<file path="src/rtl/sram_responder_pkg.sv">
// Shared constants for the SRAM responder slice.
//   DEF_ADDR_WIDTH / DEF_DATA_WIDTH : default request address and data widths
//   DEF_MEM_DEPTH                   : default number of SRAM words
//   SRAM_RD_LATENCY                 : accept-to-FIFO-push latency in cycles
//   SRAM_RSP_FIFO_DEPTH             : response FIFO entries (= request credits)
package sram_responder_pkg;
  localparam int DEF_ADDR_WIDTH      = 8;
  localparam int DEF_DATA_WIDTH      = 8;
  localparam int DEF_MEM_DEPTH       = 256;
  localparam int SRAM_RD_LATENCY     = 2;
  localparam int SRAM_RSP_FIFO_DEPTH = 4;

  // Index width for an n-entry array; at least one bit so depth-1 arrays stay legal.
  function automatic int idx_width(input int n);
    return (n > 1) ? $clog2(n) : 1;
  endfunction
endpackage

</file>
<file path="src/rtl/sram_responder_if.sv">
// Read request / response valid-ready bundle between the fetch path and the SRAM responder.
//   master : fetch side (drives request and response-ready)
//   slave  : responder side (drives request-ready and response)
interface sram_responder_if
  import sram_responder_pkg::*;
#(
  parameter int ADDR_WIDTH = DEF_ADDR_WIDTH,
  parameter int DATA_WIDTH = DEF_DATA_WIDTH
);
  logic                  m_req_vld;
  logic                  m_req_rdy;
  logic [ADDR_WIDTH-1:0] m_req_addr;
  logic                  m_rsp_vld;
  logic                  m_rsp_rdy;
  logic [DATA_WIDTH-1:0] m_rsp_data;

  modport master (
    output m_req_vld, m_req_addr, m_rsp_rdy,
    input  m_req_rdy, m_rsp_vld, m_rsp_data
  );

  modport slave (
    input  m_req_vld, m_req_addr, m_rsp_rdy,
    output m_req_rdy, m_rsp_vld, m_rsp_data
  );
endinterface

</file>
<file path="src/rtl/sram_responder_rsp_fifo.sv">
// rsp_fifo: synchronous show-ahead FIFO holding read responses.
//   i_push/i_din : write an entry (ignored when full unless popping in the same cycle)
//   i_pop        : drop the head entry (ignored when empty)
//   o_dout       : head entry, forced to 0 while empty
//   o_empty/o_full : occupancy flags
module rsp_fifo
  import sram_responder_pkg::*;
#(
  parameter int DEPTH = SRAM_RSP_FIFO_DEPTH,
  parameter int WIDTH = DEF_DATA_WIDTH
) (
  input  logic             clk,
  input  logic             rst_n,
  input  logic             i_push,
  input  logic [WIDTH-1:0] i_din,
  input  logic             i_pop,
  output logic [WIDTH-1:0] o_dout,
  output logic             o_empty,
  output logic             o_full
);
  localparam int PTR_W = idx_width(DEPTH);
  localparam int CNT_W = $clog2(DEPTH + 1);
  localparam logic [PTR_W-1:0] LAST_PTR = PTR_W'(DEPTH - 1);
  localparam logic [CNT_W-1:0] FULL_CNT = CNT_W'(DEPTH);

  logic [WIDTH-1:0] r_mem [DEPTH];
  logic [PTR_W-1:0] r_rd_ptr;
  logic [PTR_W-1:0] r_wr_ptr;
  logic [CNT_W-1:0] r_count;
  logic             w_push;
  logic             w_pop;

  assign o_empty = (r_count == '0);
  assign o_full  = (r_count == FULL_CNT);
  assign o_dout  = o_empty ? '0 : r_mem[r_rd_ptr];
  assign w_pop   = i_pop && !o_empty;
  // When full, a simultaneous pop frees the slot the push lands in.
  assign w_push  = i_push && (!o_full || w_pop);

  always_ff @(posedge clk) begin
    if (w_push) r_mem[r_wr_ptr] <= i_din;
  end

  always_ff @(posedge clk or negedge rst_n) begin
    if (!rst_n) begin
      r_rd_ptr <= '0;
      r_wr_ptr <= '0;
      r_count  <= '0;
    end else begin
      if (w_push) r_wr_ptr <= (r_wr_ptr == LAST_PTR) ? '0 : r_wr_ptr + 1'b1;
      if (w_pop)  r_rd_ptr <= (r_rd_ptr == LAST_PTR) ? '0 : r_rd_ptr + 1'b1;
      case ({w_push, w_pop})
        2'b10:   r_count <= r_count + 1'b1;
        2'b01:   r_count <= r_count - 1'b1;
        default: r_count <= r_count;
      endcase
    end
  end
endmodule

</file>
<file path="src/rtl/sram_responder.sv">
// sram_responder: memory-side responder for the fetch path read interface.
//   clk, rst_n            : clock, async active-low reset
//   bus (slave)           : read request / in-order response handshake
//   wr_en/wr_addr/wr_data : sideband write port (preload / update)
//   outstanding           : accepted requests not yet popped
//   err_oob               : sticky out-of-range access flag
// Reads sample the array on the accept edge, ride a RD_LATENCY-deep shift register and
// land in rsp_fifo. Request credits equal FIFO depth, so the FIFO cannot overflow.
module sram_responder
  import sram_responder_pkg::*;
#(
  parameter int ADDR_WIDTH     = DEF_ADDR_WIDTH,
  parameter int DATA_WIDTH     = DEF_DATA_WIDTH,
  parameter int MEM_DEPTH      = DEF_MEM_DEPTH,
  parameter int RD_LATENCY     = SRAM_RD_LATENCY,
  parameter int RSP_FIFO_DEPTH = SRAM_RSP_FIFO_DEPTH
) (
  input  logic                                   clk,
  input  logic                                   rst_n,
  sram_responder_if.slave                        bus,
  input  logic                                   wr_en,
  input  logic [ADDR_WIDTH-1:0]                  wr_addr,
  input  logic [DATA_WIDTH-1:0]                  wr_data,
  output logic [$clog2(RSP_FIFO_DEPTH+1)-1:0]    outstanding,
  output logic                                   err_oob
);
  localparam int CNT_W  = $clog2(RSP_FIFO_DEPTH + 1);
  localparam int MEM_AW = idx_width(MEM_DEPTH);
  localparam logic [CNT_W-1:0]    CREDITS   = CNT_W'(RSP_FIFO_DEPTH);
  localparam logic [ADDR_WIDTH:0] DEPTH_LIM = (ADDR_WIDTH + 1)'(MEM_DEPTH);

  logic [DATA_WIDTH-1:0] r_mem [MEM_DEPTH];
  logic [RD_LATENCY-1:0] r_pipe_vld;
  logic [DATA_WIDTH-1:0] r_pipe_data [RD_LATENCY];
  logic [CNT_W-1:0]      r_outstanding;
  logic                  r_err_oob;

  logic                  w_accept;
  logic                  w_pop;
  logic                  w_rd_in_range;
  logic                  w_wr_in_range;
  logic [DATA_WIDTH-1:0] w_rd_data;
  logic                  w_fifo_empty;
  logic                  w_unused_fifo_full;

  assign bus.m_req_rdy = (r_outstanding < CREDITS);
  assign bus.m_rsp_vld = !w_fifo_empty;
  assign w_accept      = bus.m_req_vld && bus.m_req_rdy;
  assign w_pop         = bus.m_rsp_vld && bus.m_rsp_rdy;
  assign w_rd_in_range = ({1'b0, bus.m_req_addr} < DEPTH_LIM);
  assign w_wr_in_range = ({1'b0, wr_addr} < DEPTH_LIM);
  assign w_rd_data     = w_rd_in_range ? r_mem[bus.m_req_addr[MEM_AW-1:0]] : '0;
  assign outstanding   = r_outstanding;
  assign err_oob       = r_err_oob;

  // Array is not reset so contents survive rst_n. Non-blocking write gives read-first
  // behaviour against the read sampled on the same edge.
  always_ff @(posedge clk) begin
    if (wr_en && w_wr_in_range) r_mem[wr_addr[MEM_AW-1:0]] <= wr_data;
  end

  always_ff @(posedge clk or negedge rst_n) begin
    if (!rst_n) begin
      r_pipe_vld <= '0;
      for (int i = 0; i < RD_LATENCY; i++) r_pipe_data[i] <= '0;
    end else begin
      r_pipe_vld[0]  <= w_accept;
      r_pipe_data[0] <= w_rd_data;
      for (int i = 1; i < RD_LATENCY; i++) begin
        r_pipe_vld[i]  <= r_pipe_vld[i-1];
        r_pipe_data[i] <= r_pipe_data[i-1];
      end
    end
  end

  always_ff @(posedge clk or negedge rst_n) begin
    if (!rst_n) begin
      r_outstanding <= '0;
      r_err_oob     <= 1'b0;
    end else begin
      case ({w_accept, w_pop})
        2'b10:   r_outstanding <= r_outstanding + 1'b1;
        2'b01:   r_outstanding <= r_outstanding - 1'b1;
        default: r_outstanding <= r_outstanding;
      endcase
      if ((w_accept && !w_rd_in_range) || (wr_en && !w_wr_in_range)) r_err_oob <= 1'b1;
    end
  end

  rsp_fifo #(
    .DEPTH (RSP_FIFO_DEPTH),
    .WIDTH (DATA_WIDTH)
  ) u_rsp_fifo (
    .clk     (clk),
    .rst_n   (rst_n),
    .i_push  (r_pipe_vld[RD_LATENCY-1]),
    .i_din   (r_pipe_data[RD_LATENCY-1]),
    .i_pop   (w_pop),
    .o_dout  (bus.m_rsp_data),
    .o_empty (w_fifo_empty),
    .o_full  (w_unused_fifo_full)
  );
endmodule
</file>
<file path="src/flat_wrapper.sv">
// flat-port wrapper written by rule: the top's interface ports become plain ports
module sram_responder_flat import sram_responder_pkg::*;
#(
  parameter int ADDR_WIDTH     = DEF_ADDR_WIDTH,
  parameter int DATA_WIDTH     = DEF_DATA_WIDTH,
  parameter int MEM_DEPTH      = DEF_MEM_DEPTH,
  parameter int RD_LATENCY     = SRAM_RD_LATENCY,
  parameter int RSP_FIFO_DEPTH = SRAM_RSP_FIFO_DEPTH
)
  (clk, rst_n, wr_en, wr_addr, wr_data, outstanding, err_oob, bus_m_req_vld, bus_m_req_addr, bus_m_rsp_rdy, bus_m_req_rdy, bus_m_rsp_vld, bus_m_rsp_data);
  sram_responder_if #(.ADDR_WIDTH(ADDR_WIDTH), .DATA_WIDTH(DATA_WIDTH)) bus_i ();
  input  logic clk;
  input  logic rst_n;
  input  logic wr_en;
  input  logic [ADDR_WIDTH-1:0] wr_addr;
  input  logic [DATA_WIDTH-1:0] wr_data;
  output logic [$clog2(RSP_FIFO_DEPTH+1)-1:0] outstanding;
  output logic err_oob;
  input wire logic [$bits(bus_i.m_req_vld)-1:0] bus_m_req_vld;
  input wire logic [$bits(bus_i.m_req_addr)-1:0] bus_m_req_addr;
  input wire logic [$bits(bus_i.m_rsp_rdy)-1:0] bus_m_rsp_rdy;
  output wire logic [$bits(bus_i.m_req_rdy)-1:0] bus_m_req_rdy;
  output wire logic [$bits(bus_i.m_rsp_vld)-1:0] bus_m_rsp_vld;
  output wire logic [$bits(bus_i.m_rsp_data)-1:0] bus_m_rsp_data;
  assign bus_i.m_req_vld = bus_m_req_vld;
  assign bus_i.m_req_addr = bus_m_req_addr;
  assign bus_i.m_rsp_rdy = bus_m_rsp_rdy;
  assign bus_m_req_rdy = bus_i.m_req_rdy;
  assign bus_m_rsp_vld = bus_i.m_rsp_vld;
  assign bus_m_rsp_data = bus_i.m_rsp_data;
  sram_responder #(.ADDR_WIDTH(ADDR_WIDTH), .DATA_WIDTH(DATA_WIDTH), .MEM_DEPTH(MEM_DEPTH), .RD_LATENCY(RD_LATENCY), .RSP_FIFO_DEPTH(RSP_FIFO_DEPTH)) u_core (.clk(clk), .rst_n(rst_n), .bus(bus_i), .wr_en(wr_en), .wr_addr(wr_addr), .wr_data(wr_data), .outstanding(outstanding), .err_oob(err_oob));
endmodule
</file>
<file path="config.mk">
export PLATFORM = sky130hd
export DESIGN_NAME = sram_responder_flat
export DESIGN_NICKNAME = d
export VERILOG_FILES = /design/src/rtl/sram_responder_pkg.sv /design/src/rtl/sram_responder_if.sv /design/src/rtl/sram_responder_rsp_fifo.sv /design/src/rtl/sram_responder.sv /design/src/flat_wrapper.sv
export SDC_FILE = /design/constraint.sdc
export NUM_CORES = 2
export LEC_CHECK = 0
export BUFFER_PORTS_ARGS = -buffer_cell sky130_fd_sc_hd__buf_4
export CAP_MARGIN = 10
export CORE_ASPECT_RATIO = 1.1
export CORE_MARGIN = 5
export CORE_UTILIZATION = 55
export CTS_CLUSTER_SIZE = 20
export DETAILED_ROUTE_END_ITERATION = 8
export PLACE_DENSITY = 0.76
export SYNTH_ARGS = -nofsm -noshare
export SYNTH_HDL_FRONTEND = slang
export SYNTH_SLANG_ARGS = --single-unit
</file>
<file path="constraint.sdc">
create_clock -name clk -period 2.35 [get_ports clk]
set_input_delay 0.235 -clock clk [delete_from_list [all_inputs] [get_ports clk]]
set_output_delay 0.235 -clock clk [all_outputs]
set_load 0.05 [all_outputs]
</file>
==> metrics.txt <==
CTS tree done; DRC 0; top post-synthesis cells by area edfxtp_1 76%, mux4_2 11%, mux2i_1 2.7%, nor2_1 1.4%, a22oi_1 1.3%; status finished with violations; Period minus WS final ~2.4 ns; Clock Path Buffers 3; Post-DP Area ~90000 µm²; async set or reset register ratio after synthesis 0.0133; I/O pin cnt 43; GRT Overall Usage 0.267; Syn Area/Cell 20.4 µm²; unrepaired setup endpoints after global routing yes; Synth Instances roughly 4000; First-pass DRT Iterations 8; commonest non-fill, non-tap cells in the layout 2080 x edfxtp_1, 702 x buf_4, 388 x mux4_2; CP Capture Type primary output; Max FO, Critical Path 4; die area approximately 160000 µm²; Worst-Margin Slew 0.917 ns; initial antenna violation count 13; final setup vio count 9; P&R area growth vs syn 17.7%; Relative slew margins 0.385; ANT nets after route 0; Cell Area, Synth roughly 82000 µm²; Synth area leader edfxtp_1; width of the die roughly 380 µm; WL per Instance between 30 and 40 µm; via/cell ratio between 6 and 7; commonest non-fill, non-tap cell in the layout edfxtp_1; Die H about 410 µm; fmax 0.409 GHz; gp weighted congestion 0.938; Detailed Route Iter0 Violations around 6600; vias roughly 45000; WS Path Type reg -> out; total wire length around 210000 µm; Worst R2R Path Depth 7; failing checks negative setup slack; fin. max-slew vios 0; hold crit path type in -> reg; placeable core area roughly 150000 µm²; clk_skew between 0.06 and 0.07 ns; Cell Pwr Density 817 nW/µm²; nets@finish between 4000 and 5000; Setup WS post-layout -0.0957 ns; CTS clk-pin slew, worst paths ~0.060 ns; IO buf count 41; worst hold stages 1; Tcrit/Tclk final 1.04; Yosys warning total 0; max-cap viol count 0; clk sink count between 2000 and 2500; first-pass GRT wire length 306000 µm; Final Hold Vio Count 0; syn nets a little over 4000; CTS Buf Count between 150 and 200; CP arrival between 2 and 2.5 ns; H-tree depth 4; share of layout cells above drive strength 1 0.308; Initial Util 0.554; distinct cell type count after synthesis between 60 and 70; VDD IR-drop max 0.780 mV; vias in the first global route about 45000; post-synthesis register bit count 2108; leakage 32.1 nW; clock latency on the worst-skew pair around 0.86 ns; largest net degree at the start of global routing around 90; Worst EP required roughly 2.1 ns; final instance area 96500 µm²; setup_tns -0.722 ns; CP startpoint kind flip-flop; Top FF cell, synth edfxtp_1; Post-synth EDFFs 2080; hold_ws roughly 0.057 ns; num rows around 150; Synth top area share 0.762; sequential share of the synthesized area 0.770; dpl hpwl 136000 µm; GRT Residual Overflow 0; Root Buffer clkbuf_16
-- state kept, by name, indices dropped and copies added, names as in the netlist --
name and count:
u_core.r_pipe_data 16, u_core.r_pipe_vld 2, u_core.u_rsp_fifo.r_mem 32, u_core.u_rsp_fifo.r_wr_ptr 2, u_core.u_rsp_fifo.r_count 3, u_core.outstanding 3, u_core.r_mem 2048, u_core.u_rsp_fifo.r_rd_ptr 2
-- stage by stage --
stage | worst slack, ns | power (mW) | utilization | instances
2_1_floorplan | 0.00238 | 45.7 | - | 4029
3_3_place_gp | -0.991 | 48.3 | 0.607 | 6535
3_5_place_dp | -1.05 | 48.5 | 0.607 | 6535
4_1_cts | -0.197 | 78.9 | 0.651 | 6889
5_1_grt | -0.172 | 81.2 | 0.651 | 6891
6_report | -0.0957 | 78.9 | 0.652 | 6897
-- where the power goes --
group | switching [mW] | leakage, nW | internal [mW] | total [mW]
registers | 0.224 | 19.0 | 41.6 | 41.9
clock network | 13.7 | 3.00 | 17.1 | 30.7
logic | 3.68 | 10.1 | 2.61 | 6.29
-- worst max-delay path, stage by stage, from the launching register on --
cell and delay [ns]:
dfrtp_2 0.41, clkbuf_16 0.15, mux4_2 0.50, and2_4 0.16, buf_12 0.14
-- repair_timing --
action                     4_1_cts  5_1_grt
hold endpoints to repair       138        0
pin swaps                        3       11
setup endpoints to repair       16       12
hold buffers                    10        0
resized for setup               35       17
setup buffers                    1        1
gates cloned                     0        1
-- cell type report --
| class | instances | area (µm²) |
|---|---|---|
| diodes | 6 | 15.0 |
| clock buffers | 246 | 5160 |
| clock inverters | 97 | 1040 |
| fillers | 9265 | 51600 |
| inverters | 19 | 71.3 |
| multi-input cells | 1665 | 17500 |
| flip-flops and latches | 2108 | 63200 |
| well taps | 1950 | 2440 |
| repair buffers | 806 | 7170 |
-- logic make-up (layout without fill, tap and decap cells) --
| family | count (synthesis) | after routing | share of synthesized area |
|---|---|---|---|
| flops | 2108 | 2108 | 0.770 |
| xor+xnor | 5 | 5 | 0.000534 |
| fa+ha+maj | 8 | 8 | 0.00140 |
| mux | 639 | 639 | 0.139 |
| compound gates | 476 | 476 | 0.0415 |
| simple gates | 536 | 536 | 0.0284 |
| other cells | 1 | 7 | 0.0000457 |
| buf+inv | 256 | 1168 | 0.0193 |
-- synthesized netlist by cell type (all sizes together), types with 34 or more instances --
master and number:
edfxtp 2080, mux4 393, nor2 298, mux2i 224, buf 151, a22oi 138
a21oi 95, nand2 94, clkbuf 86, o221ai 43, o21ai 36, nor3 34
-- worst paths after layout --
path	startpoint	end	slack, ns
setup / recovery	u_core.u_rsp_fifo.r_rd_ptr[0]$_DFFE_PN0N_	bus_m_rsp_data[7]	-0.1
hold / removal	wr_data[2]	u_core.r_mem[41][2]$_DFFE_PP_	0.06
hold reg to reg	u_core.r_pipe_vld[0]$_DFF_PN0_	u_core.r_pipe_vld[1]$_DFF_PN0_	0.36
max in group asynchronous	rst_n	u_core.r_pipe_data[13]$_DFF_PN0_	1.70
min in group asynchronous	rst_n	u_core.r_pipe_data[3]$_DFF_PN0_	0.43
setup reg to reg	u_core.r_mem[8][0]$_DFFE_PP_	u_core.r_pipe_data[8]$_DFF_PN0_	-0.07
-- per-layer routing --
metal,up-vias,track usage,wire length (µm)
li1,18205,-,-
met1,23030,0.354,73900
met2,2897,0.434,104000
met3,510,0.0555,21500
met4,8,0.117,10100
met5,-,0,55
Power figures use the tool's default switching activity.
